$ cat src/rtl/iter_divider_if.sv
// Request/response bundle for the iterative divider: operands and start in,
// status flags and results out.
interface iter_divider_if;
  logic        start;
  logic [15:0] A;
  logic [15:0] B;
  logic        sign;
  logic        busy;
  logic        done;
  logic [15:0] Quo;
  logic [15:0] Rem;
  logic        dbz;
  logic        Ofl;
  logic        Z;
  logic        N;

  modport master (
    output start, A, B, sign,
    input  busy, done, Quo, Rem, dbz, Ofl, Z, N
  );

  modport slave (
    input  start, A, B, sign,
    output busy, done, Quo, Rem, dbz, Ofl, Z, N
  );
endinterface

$ cat src/rtl/iter_divider.sv
// 16-bit restoring divider, one quotient bit per cycle, signed or unsigned.
// Results and flags are registered at DONE and held until the next DONE.
module iter_divider (
  input logic           clk,
  input logic           rst_n,
  iter_divider_if.slave div
);

  typedef enum logic [1:0] {StIdle, StCalc, StFix, StDone} state_e;

  state_e      state_q, state_d;
  logic [3:0]  cnt_q, cnt_d;
  logic [15:0] b_q, b_d;
  logic [15:0] dq_q, dq_d;       // dividend shifting out, quotient shifting in
  logic [16:0] rem_q, rem_d;
  logic        neg_q, neg_d;
  logic        a_neg_q, a_neg_d;
  logic        dbz_q, dbz_d;
  logic        ofl_q, ofl_d;

  logic        busy_q, busy_d;
  logic        done_q, done_d;
  logic [15:0] quo_out_q, quo_out_d;
  logic [15:0] rem_out_q, rem_out_d;
  logic        dbz_out_q, dbz_out_d;
  logic        ofl_out_q, ofl_out_d;
  logic        z_q, z_d;
  logic        n_q, n_d;

  logic [16:0] trial;
  logic [16:0] diff;
  logic [15:0] a_mag;
  logic [15:0] b_mag;
  logic [15:0] rem_neg;

  always_ff @(posedge clk) begin
    if (!rst_n) begin
      state_q <= StIdle;
    end else begin
      state_q <= state_d;
    end
  end

  always_comb begin
    state_d = state_q;
    unique case (state_q)
      StIdle: begin
        if (div.start) begin
          state_d = (div.B == 16'd0) ? StDone : StCalc;
        end
      end
      StCalc: begin
        if (cnt_q == 4'd15) begin
          state_d = StFix;
        end
      end
      StFix:   state_d = StDone;
      StDone:  state_d = StIdle;
      default: state_d = StIdle;
    endcase
  end

  always_comb begin
    cnt_d     = cnt_q;
    b_d       = b_q;
    dq_d      = dq_q;
    rem_d     = rem_q;
    neg_d     = neg_q;
    a_neg_d   = a_neg_q;
    dbz_d     = dbz_q;
    ofl_d     = ofl_q;
    busy_d    = busy_q;
    done_d    = 1'b0;
    quo_out_d = quo_out_q;
    rem_out_d = rem_out_q;
    dbz_out_d = dbz_out_q;
    ofl_out_d = ofl_out_q;
    z_d       = z_q;
    n_d       = n_q;

    trial   = {rem_q[15:0], dq_q[15]};
    diff    = trial - {1'b0, b_q};
    a_mag   = (div.sign && div.A[15]) ? 16'(-div.A) : div.A;
    b_mag   = (div.sign && div.B[15]) ? 16'(-div.B) : div.B;
    rem_neg = 16'(-rem_q[15:0]);

    unique case (state_q)
      StIdle: begin
        if (div.start) begin
          cnt_d   = 4'd0;
          busy_d  = 1'b1;
          b_d     = b_mag;
          neg_d   = div.sign & (div.A[15] ^ div.B[15]);
          a_neg_d = div.sign & div.A[15];
          ofl_d   = div.sign & (div.A == 16'h8000) & (div.B == 16'hFFFF);
          if (div.B == 16'd0) begin
            // Divide-by-zero result is preloaded; CALC and FIX are skipped.
            dq_d  = 16'hFFFF;
            rem_d = {1'b0, div.A};
            dbz_d = 1'b1;
          end else begin
            dq_d  = a_mag;
            rem_d = 17'd0;
            dbz_d = 1'b0;
          end
        end
      end
      StCalc: begin
        cnt_d = cnt_q + 4'd1;
        if (!diff[16]) begin
          rem_d = diff;
          dq_d  = {dq_q[14:0], 1'b1};
        end else begin
          rem_d = trial;
          dq_d  = {dq_q[14:0], 1'b0};
        end
      end
      StFix: begin
        if (neg_q) begin
          dq_d = 16'(-dq_q);
        end
        if (a_neg_q) begin
          rem_d = {1'b0, rem_neg};
        end
      end
      StDone: begin
        done_d    = 1'b1;
        busy_d    = 1'b0;
        quo_out_d = dq_q;
        rem_out_d = rem_q[15:0];
        dbz_out_d = dbz_q;
        ofl_out_d = ofl_q;
        z_d       = (dq_q == 16'd0);
        n_d       = dq_q[15];
      end
      default: ;
    endcase
  end

  always_ff @(posedge clk) begin
    if (!rst_n) begin
      cnt_q     <= 4'd0;
      b_q       <= 16'd0;
      dq_q      <= 16'd0;
      rem_q     <= 17'd0;
      neg_q     <= 1'b0;
      a_neg_q   <= 1'b0;
      dbz_q     <= 1'b0;
      ofl_q     <= 1'b0;
      busy_q    <= 1'b0;
      done_q    <= 1'b0;
      quo_out_q <= 16'd0;
      rem_out_q <= 16'd0;
      dbz_out_q <= 1'b0;
      ofl_out_q <= 1'b0;
      z_q       <= 1'b1;
      n_q       <= 1'b0;
    end else begin
      cnt_q     <= cnt_d;
      b_q       <= b_d;
      dq_q      <= dq_d;
      rem_q     <= rem_d;
      neg_q     <= neg_d;
      a_neg_q   <= a_neg_d;
      dbz_q     <= dbz_d;
      ofl_q     <= ofl_d;
      busy_q    <= busy_d;
      done_q    <= done_d;
      quo_out_q <= quo_out_d;
      rem_out_q <= rem_out_d;
      dbz_out_q <= dbz_out_d;
      ofl_out_q <= ofl_out_d;
      z_q       <= z_d;
      n_q       <= n_d;
    end
  end

  assign div.busy = busy_q;
  assign div.done = done_q;
  assign div.Quo  = quo_out_q;
  assign div.Rem  = rem_out_q;
  assign div.dbz  = dbz_out_q;
  assign div.Ofl  = ofl_out_q;
  assign div.Z    = z_q;
  assign div.N    = n_q;

endmodule

$ cat src/flat_wrapper.sv
// flat-port wrapper written by rule: the top's interface ports become plain ports
module iter_divider_flat 
  (clk, rst_n, div_start, div_A, div_B, div_sign, div_busy, div_done, div_Quo, div_Rem, div_dbz, div_Ofl, div_Z, div_N);
  iter_divider_if div_i ();
  input logic clk;
  input logic rst_n;
  input wire logic [$bits(div_i.start)-1:0] div_start;
  input wire logic [$bits(div_i.A)-1:0] div_A;
  input wire logic [$bits(div_i.B)-1:0] div_B;
  input wire logic [$bits(div_i.sign)-1:0] div_sign;
  output wire logic [$bits(div_i.busy)-1:0] div_busy;
  output wire logic [$bits(div_i.done)-1:0] div_done;
  output wire logic [$bits(div_i.Quo)-1:0] div_Quo;
  output wire logic [$bits(div_i.Rem)-1:0] div_Rem;
  output wire logic [$bits(div_i.dbz)-1:0] div_dbz;
  output wire logic [$bits(div_i.Ofl)-1:0] div_Ofl;
  output wire logic [$bits(div_i.Z)-1:0] div_Z;
  output wire logic [$bits(div_i.N)-1:0] div_N;
  assign div_i.start = div_start;
  assign div_i.A = div_A;
  assign div_i.B = div_B;
  assign div_i.sign = div_sign;
  assign div_busy = div_i.busy;
  assign div_done = div_i.done;
  assign div_Quo = div_i.Quo;
  assign div_Rem = div_i.Rem;
  assign div_dbz = div_i.dbz;
  assign div_Ofl = div_i.Ofl;
  assign div_Z = div_i.Z;
  assign div_N = div_i.N;
  iter_divider u_core (.clk(clk), .rst_n(rst_n), .div(div_i));
endmodule
$ cat config.mk
export PLATFORM = sky130hd
export DESIGN_NAME = iter_divider_flat
export DESIGN_NICKNAME = d
export VERILOG_FILES = /design/src/rtl/iter_divider_if.sv /design/src/rtl/iter_divider.sv /design/src/flat_wrapper.sv
export SDC_FILE = /design/constraint.sdc
export NUM_CORES = 1
export LEC_CHECK = 0
export ABC_AREA = 1
export CAP_MARGIN = 40
export CORE_ASPECT_RATIO = 1.25
export CORE_MARGIN = 4
export CORE_UTILIZATION = 50
export CTS_CLUSTER_DIAMETER = 120
export DETAILED_ROUTE_END_ITERATION = 10
export PLACE_DENSITY = 0.71
export REMOVE_ABC_BUFFERS = 1
export SLEW_MARGIN = 40
export SYNTH_ARGS = -nofsm -noshare
export SYNTH_HDL_FRONTEND = slang
export SYNTH_SLANG_ARGS = --single-unit
$ cat constraint.sdc
create_clock -name clk -period 2.8 [get_ports clk]
set_input_delay 0.56 -clock clk [delete_from_list [all_inputs] [get_ports clk]]
set_output_delay 0.56 -clock clk [all_outputs]
set_load 0.01 [all_outputs]
# After elaboration in Yosys (flattened, before gate mapping)
# Cells that the tools add are included.
[classes]
bitwise = 5
eq_ne = 10
add_sub_neg = 6
mux = 22
reduce_logical = 14
[op_table]
columns = ["cell", "count"]
rows = [
  ["$mux W16", 9],
  ["$pmux W16 S3", 2],
  ["$neg A16 Y16", 4],
  ["$eq A16 B16 Y1 const B", 2],
  ["$logic_not A16 Y1", 2],
  ["$sub A17 B16 Y17", 1],
  ["$pmux W2 S4", 1],
  ["$pmux W4 S2", 1],
  ["$reduce_and A2 Y1", 4],
  ["$mux W2", 3],
  ["$ne A2 B1 Y1 const B", 3],
  ["$reduce_and A3 Y1", 2],
  ["$add A4 B1 Y4 const B", 1],
  ["$and A1 B1 Y1", 4],
  ["$eq A2 B2 Y1 const B", 2],
  ["$eq A4 B4 Y1 const B", 1],
  ["$mux W1", 4],
  ["$mux W4", 1],
  ["$reduce_bool A2 Y1", 2],
  ["$reduce_bool A3 Y1", 1],
  ["$eq A2 B1 Y1 const B", 1],
  ["$logic_and A1 B1 Y1", 2],
  ["$logic_not A2 Y1", 1],
  ["$ne A2 B2 Y1 const B", 1],
  ["other kinds (2)", 2],
]
[word_totals]
in_bits = 36
register_bits = 96

# Depth between registers and ports, before layout
# Gate-level depths: netlist (run 1).
[depth]
ltp_word = 5
mapped_depth = 18
mapped_depth_nobuf = 17

# Worst setup path after synthesis (run 1)
# Ideal clock, no wire load.
[synth_timing]
kind = "register to register"
start = "register u_core.dq_q[15]"
end = "register u_core.rem_q[10]"
setup_time_ns = 0.117
period_less_slack_ns = 2.083
path_stages_with_launch = 18
arrival_time_ns = 1.965
path_slack_ns = 0.717
path_cell_list = "dfxtp_1 inv_1 ha_1 inv_1 fa_1 nand2_1 nand2_1 nand3_1 nand2_2 nand2_2 nand3_2 nand2_4 buf_6 nand2_1 nand3_1 nand2_1 a21oi_1 nor2_1"
[synth_via]
elab_chain_len = 3
[synth_lines]
columns = ["item", "line_no", "source"]
rows = [
  ["from (decl)", "iter_divider.sv:14", "logic [15:0] dq_q, dq_d;"],
  ["from (signal assigned)", "iter_divider.sv:161", "dq_q <= dq_d;"],
  ["$sub A17 B16 Y17", "iter_divider.sv:82", "diff = trial - {1'b0, b_q};"],
  ["$mux W16", "iter_divider.sv:110", "if (!diff[16]) begin"],
  ["$pmux W16 S3", "iter_divider.sv:87", "unique case (state_q)"],
  ["to (signal assigned)", "iter_divider.sv:162", "rem_q <= rem_d;"],
  ["to (decl)", "iter_divider.sv:15", "logic [16:0] rem_q, rem_d;"],
]
# No other way between the ends.
# A chain may end at the register's enable or synchronous reset.

# Final worst setup path (run 1)
[layout_timing]
start = "register u_core.dq_q[15]"
end = "register u_core.rem_q[6]"
# Same word-level chain as after synthesis.

==> metrics, run 1 <==
Tightest Pin Transition=0.690 ns; critical path class=reg -> reg; CP arrival=2.70 ns; global route overflow=0; die area=~0.015 mm²; max_cap viols=0; HPWL after detailed placement=approximately 16000 µm; H-Tree Depth=3; Synth Warn #=0; CP max FO=14; pre-CTS setup slack=0.212 ns; hold crit path type=reg -> reg; fin crit period=2.41 ns; antenna diode count=0; share of the synthesized area in the top cell type=28.6%; placer's final routability congestion estimate=0.956; number of global-route vias before repair=6814; status=finished clean; Mean Syn Cell Area=6.29 µm²; cts hold-fix bufs=0; final period utilization=86.2%; post-synthesis sequential area ratio=between 20% and 30%; Initial Util=51.8%; busiest grt layer=met2; Synth Flop Type=dfxtp_1; IO Pins=74; CTS tree=built; nets=1183; met1 Usage GRT=33.4%; final slew viol count=0; met3 Usage GRT=3.36%; Site Rows=46; Fmax achieved=414 MHz; skew final=0.00938 ns; die span in y=about 140 µm; startpoint types=flip-flop; Post-Route Setup TNS=0 ns; post-cts resize count=0; Clock Sinks=95; cell taking the most area after synthesis=dfxtp_1; Clock Tree Root=clkbuf_16; global-route wire length before repair=between 30000 and 40000 µm; main area contributors after synthesis=dfxtp_1 29%, nand2_1 14%, a21oi_1 8.7%, inv_1 8.5%, o21ai_0 7.8%; latest clock arrival within the worst-skew pair=0.35 ns; Finish-stage setup viols=0; drt pass-1 iters=5; Netlist cell types=45; DR iter-0 viols=574; initial antenna violation count=0; largest net degree at the start of global routing=66; Die W=111 µm; CP required=3.09 ns; Worst-path clk slew=0.07 ns; unrepaired setup endpoints after global routing=false; synthesized area=0.00664 mm²; DR vias/cell=approximately 5.5; maximum vdd drop=0.000660 V; Via Count=7103; Remaining DRCs=0; Post-synth EDFFs=0; CTS buffer count=9; GRT Overall Usage=27.0%; final worst setup slack=0.386 ns; Total Wirelength=a little over 20000 µm; Power Density=around 1200 mW/mm²; Detail Route Antenna Nets=0; core area=approximately 0.013 mm²; Worst slew margin=between 50% and 60%; GRT met2 Usage=47.7%; P_leak=3.59 nW; layout cells sized above 1=6.22%; Routed WL per cell=15.9 µm; IO Port Bufs=73; asr flop ratio synth=0%; Critical Path Sink Type=flip-flop; clk buf depth=2; final hold violations=0; Area Growth Syn to Fin=18.5%; post-CTS setup buffers=0; flops & latches, synth=95; Mapped Cells=1056
[flip-flops by register name, indices dropped and copies added, names as in the netlist, 2 cells and up]
name,flops
u_core.b_q,16
u_core.cnt_q,4
u_core.div.Quo,15
u_core.div.Rem,16
u_core.dq_q,16
u_core.rem_q,16
u_core.state_q,2
[worst max-delay path, cell delays in order (launching register included)]
cell and delay [ns]:
dfxtp_1 0.33, inv_1 0.10, ha_1 0.15, inv_1 0.05, fa_1 0.41, nand2_1 0.10, nand2_1 0.07, nand3_1 0.10
nand2_2 0.09, nand2_2 0.10, nand2_2 0.06, nand2_2 0.09, nand2_4 0.12, nand2_1 0.08, nand2_1 0.05, o21bai_1 0.20
nand2_1 0.12, a21oi_2 0.12
[per-stage QoR]
| step | cell area (µm²) | util (%) | hold WS, ns | power, mW | std cells |
|---|---|---|---|---|---|
| 2_1_floorplan | 6450 | - | 0.446 | 6.26 | 1014 |
| 3_3_place_gp | 7570 | 59.0 | 0.458 | 8.11 | 1277 |
| 3_5_place_dp | 7570 | 59.0 | 0.458 | 8.09 | 1277 |
| 4_1_cts | 7870 | 61.3 | 0.470 | 9.44 | 1293 |
| 5_1_grt | 7870 | 61.3 | 0.508 | 10.4 | 1293 |
| 6_report | 7870 | 61.3 | 0.470 | 9.50 | 1293 |
[path summary, 6_finish.rpt]
path	from	endpoint	cells past startpoint	slack, ns
setup / recovery	u_core.dq_q[15]$_SDFFE_PN0P_	u_core.rem_q[6]$_SDFFE_PN0P_	17	0.39
hold reg to reg	u_core.ofl_q$_SDFFE_PN0P_	u_core.ofl_q$_SDFFE_PN0P_	2	0.47
hold / removal	u_core.ofl_q$_SDFFE_PN0P_	u_core.ofl_q$_SDFFE_PN0P_	2	0.47
setup reg to reg	u_core.dq_q[15]$_SDFFE_PN0P_	u_core.rem_q[6]$_SDFFE_PN0P_	17	0.39
[synth_stat cells (all sizes together), types with 2 or more instances]
master,count
nand2,248
inv,154
a21oi,124
o21ai,107
dfxtp,95
nor2,80
nand3,71
clkbuf,29
ha,26
xor2,21
nand4,19
buf,13
nor3,12
o211ai,10
o221ai,7
a31oi,6
nor4,6
a211oi,4
o21bai,4
o31ai,4
or2,4
o22ai,3
clkinv,2
xnor2,2
[layer usage]
layer  wire length (µm)  share of wire, %  vias up
li1                   -                 -     3608
met1               8710                42     3205
met2               9980                49      248
met3               1100               5.4       42
met4                712               3.5        0
met5                  0                 0        -
[logic make-up (layout without fill, tap and decap cells)]
kind of cell | after synthesis | in the layout | synth area share (%)
buf+inv | 198 | 267 | 11.7
simple gates | 441 | 441 | 28.8
xor+xnor | 23 | 23 | 3.03
flops | 95 | 95 | 28.6
fa+ha+maj | 27 | 27 | 5.20
compound gates | 272 | 272 | 22.6
[layout by cell type (no fill, tap or decap), types with 2 or more instances in the layout]
cell type | Yosys | routed
inv_1 | 150 | 150
nor3_1 | 9 | 9
a21oi_1 | 116 | 116
xnor2_1 | 2 | 2
nand2_2 | 7 | 7
o31ai_1 | 4 | 4
nand2_1 | 239 | 239
or2_2 | 3 | 3
o21bai_1 | 4 | 4
a31oi_1 | 6 | 6
nand3_1 | 70 | 70
dfxtp_1 | 95 | 95
nand2_4 | 2 | 2
o211ai_1 | 10 | 10
o22ai_1 | 3 | 3
clkinv_1 | 2 | 2
nor3_2 | 3 | 3
inv_6 | 0 | 3
a211oi_1 | 4 | 4
o21ai_1 | 4 | 4
o221ai_1 | 7 | 7
clkdlybuf4s50_1 | 0 | 72
o21ai_0 | 103 | 103
a21oi_2 | 7 | 7
inv_2 | 3 | 3
nor2_1 | 78 | 78
buf_4 | 1 | 21
nor4_1 | 6 | 6
xor2_1 | 21 | 21
nand4_1 | 18 | 18
ha_1 | 26 | 25
clkbuf_16 | 0 | 9
[layout make-up]
cell class / instances / area (µm²)
clock buffer: 10 / 229
clock inverter: 6 / 76.3
fill: 1247 / 4960
inverter: 156 / 588
multi-input combinational: 763 / 3960
sequential: 95 / 1900
tap: 168 / 210
timing repair buffer: 95 / 903
[power by group]
part / leakage (nW) / total [mW] / internal (mW) / switching, mW
clock network: 0.150 / 1.31 / 0.712 / 0.600
registers: 0.776 / 1.99 / 1.69 / 0.302
logic: 2.66 / 6.20 / 2.09 / 4.11
total: 3.59 / 9.50 / 4.49 / 5.02
Power figures use the tool's default switching activity.
==> run 2: changes to the inputs <==
--- a/config.mk
+++ b/config.mk
@@ -8,7 +8,7 @@
 export ABC_AREA = 1
 export CAP_MARGIN = 40
 export CORE_ASPECT_RATIO = 1.25
-export CORE_MARGIN = 4
+export CORE_MARGIN = 3
 export CORE_UTILIZATION = 50
 export CTS_CLUSTER_DIAMETER = 120
 export DETAILED_ROUTE_END_ITERATION = 10
==> run 2 against run 1 <==
Compared with the run above: maximum frequency fell by 0.72%; worst hold slack improved by 0.0041 ns; final cell count rose by 0.23%; core utilization fell by 0.14 points; largest cell class unchanged; largest power group unchanged.
==> metrics, run 2 (synthesis results as in run 1) <==
status=finished clean; Final Non-Filler Cells=1296; Fmax achieved=411 MHz; post-cts resize count=0; Site Rows=46; initial antenna violation count=0; die area=between 0.01 and 0.015 mm²; switching power total=between 4 and 5 mW; global-route wire length before repair=33200 µm; unrepaired setup endpoints after global routing=false; Finish-stage setup viols=0; fillers=about 1300; Detail Route Antenna Nets=0; Final Power=9.37 mW; Critical Path Sink Type=flip-flop; CP max FO=6; cts hold-fix bufs=0; Area Growth Syn to Fin=18.3%; Clock Tree Root=clkbuf_16; P_leak=3.58 nW; pre-CTS setup slack=0.227 ns; nets=1186; final worst setup slack=0.368 ns; drt pass-1 iters=5; largest net degree at the start of global routing=66; final hold violations=0; latest clock arrival within the worst-skew pair=0.35 ns; DR vias/cell=5.48; die span in y=135 µm; Tightest Pin Transition=0.686 ns; sw frac=53.1%; hold slack=about 0.47 ns; Worst-path clk slew=approximately 0.07 ns; post-CTS setup buffers=0; DR iter-0 viols=544; clk buf depth=2; H-Tree Depth=3; Post-Route Setup TNS=0 ns; Via Count=7103; maximum vdd drop=0.000749 V; CP arrival=2.71 ns; global route overflow=0; P_int=4.39 mW; IO Port Bufs=73; Post-Place Cells=1279; IO Pins=74; Initial Util=51.8%; layout cells sized above 1=6.47%; CP required=between 3 and 4 ns; placer's final routability congestion estimate=~1; HPWL after detailed placement=15400 µm; CTS tree=built; antenna diode count=0; final slew viol count=0; Die W=around 110 µm; final instance area=0.00786 mm²; startpoint types=flip-flop; final period utilization=between 80% and 90%; fin crit period=2.43 ns; hold crit path type=reg -> reg; Finished Core Util=61.2%; GRT Overall Usage=28.4%; leading cell type in the layout, fill and taps excluded=nand2_1; Area after DPL=0.00757 mm²; Remaining DRCs=0; core area=~0.013 mm²; critical path class=reg -> reg; max_cap viols=0; skew final=between 0.008 and 0.009 ns; commonest non-fill, non-tap cells in the layout=239 x nand2_1, 150 x inv_1, 116 x a21oi_1, 103 x o21ai_0, 95 x dfxtp_1; Worst slew margin=54.2%; Power Density=1190 mW/mm²; Gate power share=between 60% and 70%; sequential power share=21.0%; CTS buffer count=9; Routed WL per cell=~16 µm; Clock Sinks=95; clock power share=12.6%; Total Wirelength=20400 µm; number of global-route vias before repair=6740
==> run 2: cell count changes in the layout (fill, tap and decap cells not counted), sizes merged <==
cell	before	now
inv	158	155
buf	23	26
clkinvlp	0	3
bufinv	1	0
clkinv	3	4
==> run 2: final timing paths <==
kind | startpoint | to | slack [ns] | depth (start not counted)
hold / removal | u_core.ofl_q$_SDFFE_PN0P_ | u_core.ofl_q$_SDFFE_PN0P_ | 0.47 | 2
setup / recovery | u_core.dq_q[15]$_SDFFE_PN0P_ | u_core.rem_q[14]$_SDFFE_PN0P_ | 0.37 | 17
hold reg to reg | u_core.ofl_q$_SDFFE_PN0P_ | u_core.ofl_q$_SDFFE_PN0P_ | 0.47 | 2
setup reg to reg | u_core.dq_q[15]$_SDFFE_PN0P_ | u_core.rem_q[14]$_SDFFE_PN0P_ | 0.37 | 17
==> run 2: layout make-up <==
type / count / area (µm²) / area share [%]
inverter: 156 / 588 / 7.49
tap: 168 / 210 / 2.68
clock buffer: 10 / 229 / 2.91
clock inverter: 6 / 45.0 / 0.573
timing repair buffer: 98 / 917 / 11.7
multi-input combinational: 763 / 3960 / 50.5
sequential: 95 / 1900 / 24.2
==> run 2: layer usage <==
metal  share of wire (%)  global-route usage [%]  wire length, µm  up-vias
li1                    -                       -                -     3610
met5                   0                       0                0        -
met1                  42                    36.2             8650     3223
met3                 5.5                    4.07             1130       39
met2                  49                    49.0            10100      231
met4                 2.8                    9.40              578        0
==> run 2: power groups by stage <==
| stage | logic (mW) | registers (mW) | clock network [mW] |
|---|---|---|---|
| final | 6.22 | 1.97 | 1.18 |
| after global routing | 6.97 | 2.01 | 1.24 |
| after CTS | 6.15 | 1.96 | 1.21 |
| after detailed placement | 6.10 | 1.99 | 0 |
| after global placement | 6.09 | 1.99 | 0 |
| after floorplan | 4.30 | 1.96 | 0 |
==> run 2: critical path, stage by stage, from the launching register on <==
cell and delay [ns]:
dfxtp_1 0.33, inv_1 0.10, ha_1 0.17, inv_1 0.06
fa_1 0.41, nand2_1 0.10, nand2_1 0.07, nand3_1 0.10
nand2_2 0.09, nand2_2 0.10, nand2_2 0.07, nand2_2 0.09
nand3_1 0.22, o21ai_0 0.16, nand2_1 0.07, nand2_1 0.06
nand2_1 0.05, a21oi_1 0.11
==> run 3: changes to the inputs <==
--- a/config.mk
+++ b/config.mk
@@ -6,9 +6,10 @@
 export NUM_CORES = 1
 export LEC_CHECK = 0
 export ABC_AREA = 1
+export ABC_CLOCK_PERIOD_IN_PS = 2800
 export CAP_MARGIN = 40
 export CORE_ASPECT_RATIO = 1.25
-export CORE_MARGIN = 3
+export CORE_MARGIN = 1.5
 export CORE_UTILIZATION = 50
 export CTS_CLUSTER_DIAMETER = 120
 export DETAILED_ROUTE_END_ITERATION = 10
==> run 3 against run 2 <==
Compared with the run above: global-route usage rose by 1.4 points; combinational power rose by 0.6%; largest power group unchanged; largest cell class unchanged; count of clock-buffer cells in the layout did not move; highest routed layer unchanged.
==> metrics, run 3 (synthesis results as in run 1) <==
status=finished clean; fillers=between 1000 and 1500; Clock Tree Root=clkbuf_16; leading cell type in the layout, fill and taps excluded=nand2_1; post-cts resize count=0; initial antenna violation count=0; Via Count=between 7000 and 8000; hold crit path type=reg -> reg; cts hold-fix bufs=0; worst path cell trace=inv_1 -> ha_1 -> inv_1 -> fa_1 -> nand2_1 -> nand2_1 -> nand3_1 -> nand2_2 -> nand2_2 -> nand2_2 -> nand2_2 -> nand2_4 -> nand2_1 -> nand2_1 -> o21ai_1 -> nand2_1 -> a21oi_1; Worst-path clk slew=0.07 ns; Tightest Pin Transition=0.859 ns; hold slack=0.470 ns; Fmax achieved=around 410 MHz; core area=0.0128 mm²; Site Rows=46; placer's final routability congestion estimate=between 0.9 and 1; post-CTS setup buffers=0; CTS buffer count=9; global-route wire length before repair=33500 µm; startpoint types=flip-flop; largest net degree at the start of global routing=66; Critical Path Sink Type=flip-flop; Clock Sinks=95; final hold violations=0; CP arrival=2.69 ns; DR vias/cell=between 5 and 6; H-Tree Depth=3; skew final=about 0.0093 ns; Remaining DRCs=0; slowest stage cell, crit path=fa_1; Finished Core Util=61.5%; critical path class=reg -> reg; crit-path most repeated cell=nand2_1; Routed WL per cell=15.9 µm; CP peak stage delay=approximately 0.41 ns; clk buf depth=2; die area=between 0.01 and 0.015 mm²; global route overflow=0; CP max FO=14; final slew viol count=0; maximum vdd drop=0.000632 V; P_leak=3.60 nW; max_cap viols=0; unrepaired setup endpoints after global routing=false; GRT Overall Usage=between 20 and 30%; nets=1187; antenna diode count=0; layout cells sized above 1=6.47%; Die W=106 µm; Total Wirelength=20600 µm; Area Growth Syn to Fin=18.9%; drt pass-1 iters=7; worst path buffer plus inverter count=2; IO Port Bufs=73; Detail Route Antenna Nets=0; IO Pins=between 70 and 80; HPWL after detailed placement=roughly 16000 µm; Worst slew margin=between 40 and 50%; number of global-route vias before repair=between 6000 and 7000; crit-path leading delay family=simple AND/OR/NAND/NOR gates; DR iter-0 viols=465; CP required=3.07 ns; fin crit period=between 2 and 2.5 ns; CTS tree=built; commonest non-fill, non-tap cells in the layout=239 x nand2_1, 150 x inv_1, 116 x a21oi_1, 103 x o21ai_0, 95 x dfxtp_1; latest clock arrival within the worst-skew pair=0.35 ns; Post-Route Setup TNS=0 ns; die span in y=approximately 130 µm; Finish-stage setup viols=0; Power Density=between 1000 and 1500 mW/mm²; final period utilization=86.3%; Initial Util=between 50% and 60%
run 3: cell types whose count changed in the layout (fill, tap and decap cells not counted):
cell / previous run / this run
buf_4: 24 / 26
bufinv_16: 0 / 2
clkinvlp_4: 3 / 1
buf_6: 1 / 0
clkinv_4: 1 / 0
run 3: power by group:
group	switching, mW	internal, mW
clock	0.554	0.781
combinational	4.14	2.12
sequential	0.299	1.69
run 3: area by class of cell:
class                      count  area, µm²  share of cell area, %
multi-input combinational    763       3960                   50.2
sequential                    95       1900                   24.1
timing repair buffer          99        921                   11.7
inverter                     156        588                   7.45
clock buffer                  10        229                   2.90
tap                          168        210                   2.66
clock inverter                 5       81.3                   1.03
run 3: through the flow:
stage | setup WS, ns | total power, mW | std cells | instance area [µm²]
finish | 0.384 | 9.58 | 1296 | 7900
global route | 0.106 | 10.5 | 1296 | 7900
CTS | 0.388 | 9.51 | 1296 | 7900
detailed placement | 0.249 | 8.14 | 1281 | 7580
global placement | 0.228 | 8.14 | 1281 | 7580
floorplan | 0.175 | 6.26 | 1014 | 6450
run 3: path summary, 6_finish.rpt:
check	depth (start not counted)	from	endpoint	slack, ns
setup / recovery	17	u_core.dq_q[15]$_SDFFE_PN0P_	u_core.rem_q[7]$_SDFFE_PN0P_	0.38
hold / removal	2	u_core.ofl_q$_SDFFE_PN0P_	u_core.ofl_q$_SDFFE_PN0P_	0.47
setup reg to reg	17	u_core.dq_q[15]$_SDFFE_PN0P_	u_core.rem_q[7]$_SDFFE_PN0P_	0.38
hold reg to reg	2	u_core.ofl_q$_SDFFE_PN0P_	u_core.ofl_q$_SDFFE_PN0P_	0.47
run 3: worst min-delay path: stages (launching register included):
cell	delay, ns
dfxtp_1	0.31
nand2_1	0.06
a21oi_1	0.05
run 3: routing by layer:
| layer | vias to the layer above | part of all wire, % | track usage (%) |
|---|---|---|---|
| met4 | 0 | 3.4 | 11.8 |
| met2 | 232 | 48 | 51.2 |
| met1 | 3201 | 43 | 37.7 |
| met5 | - | 0 | 0 |
| met3 | 53 | 5.2 | 3.76 |
| li1 | 3628 | - | - |
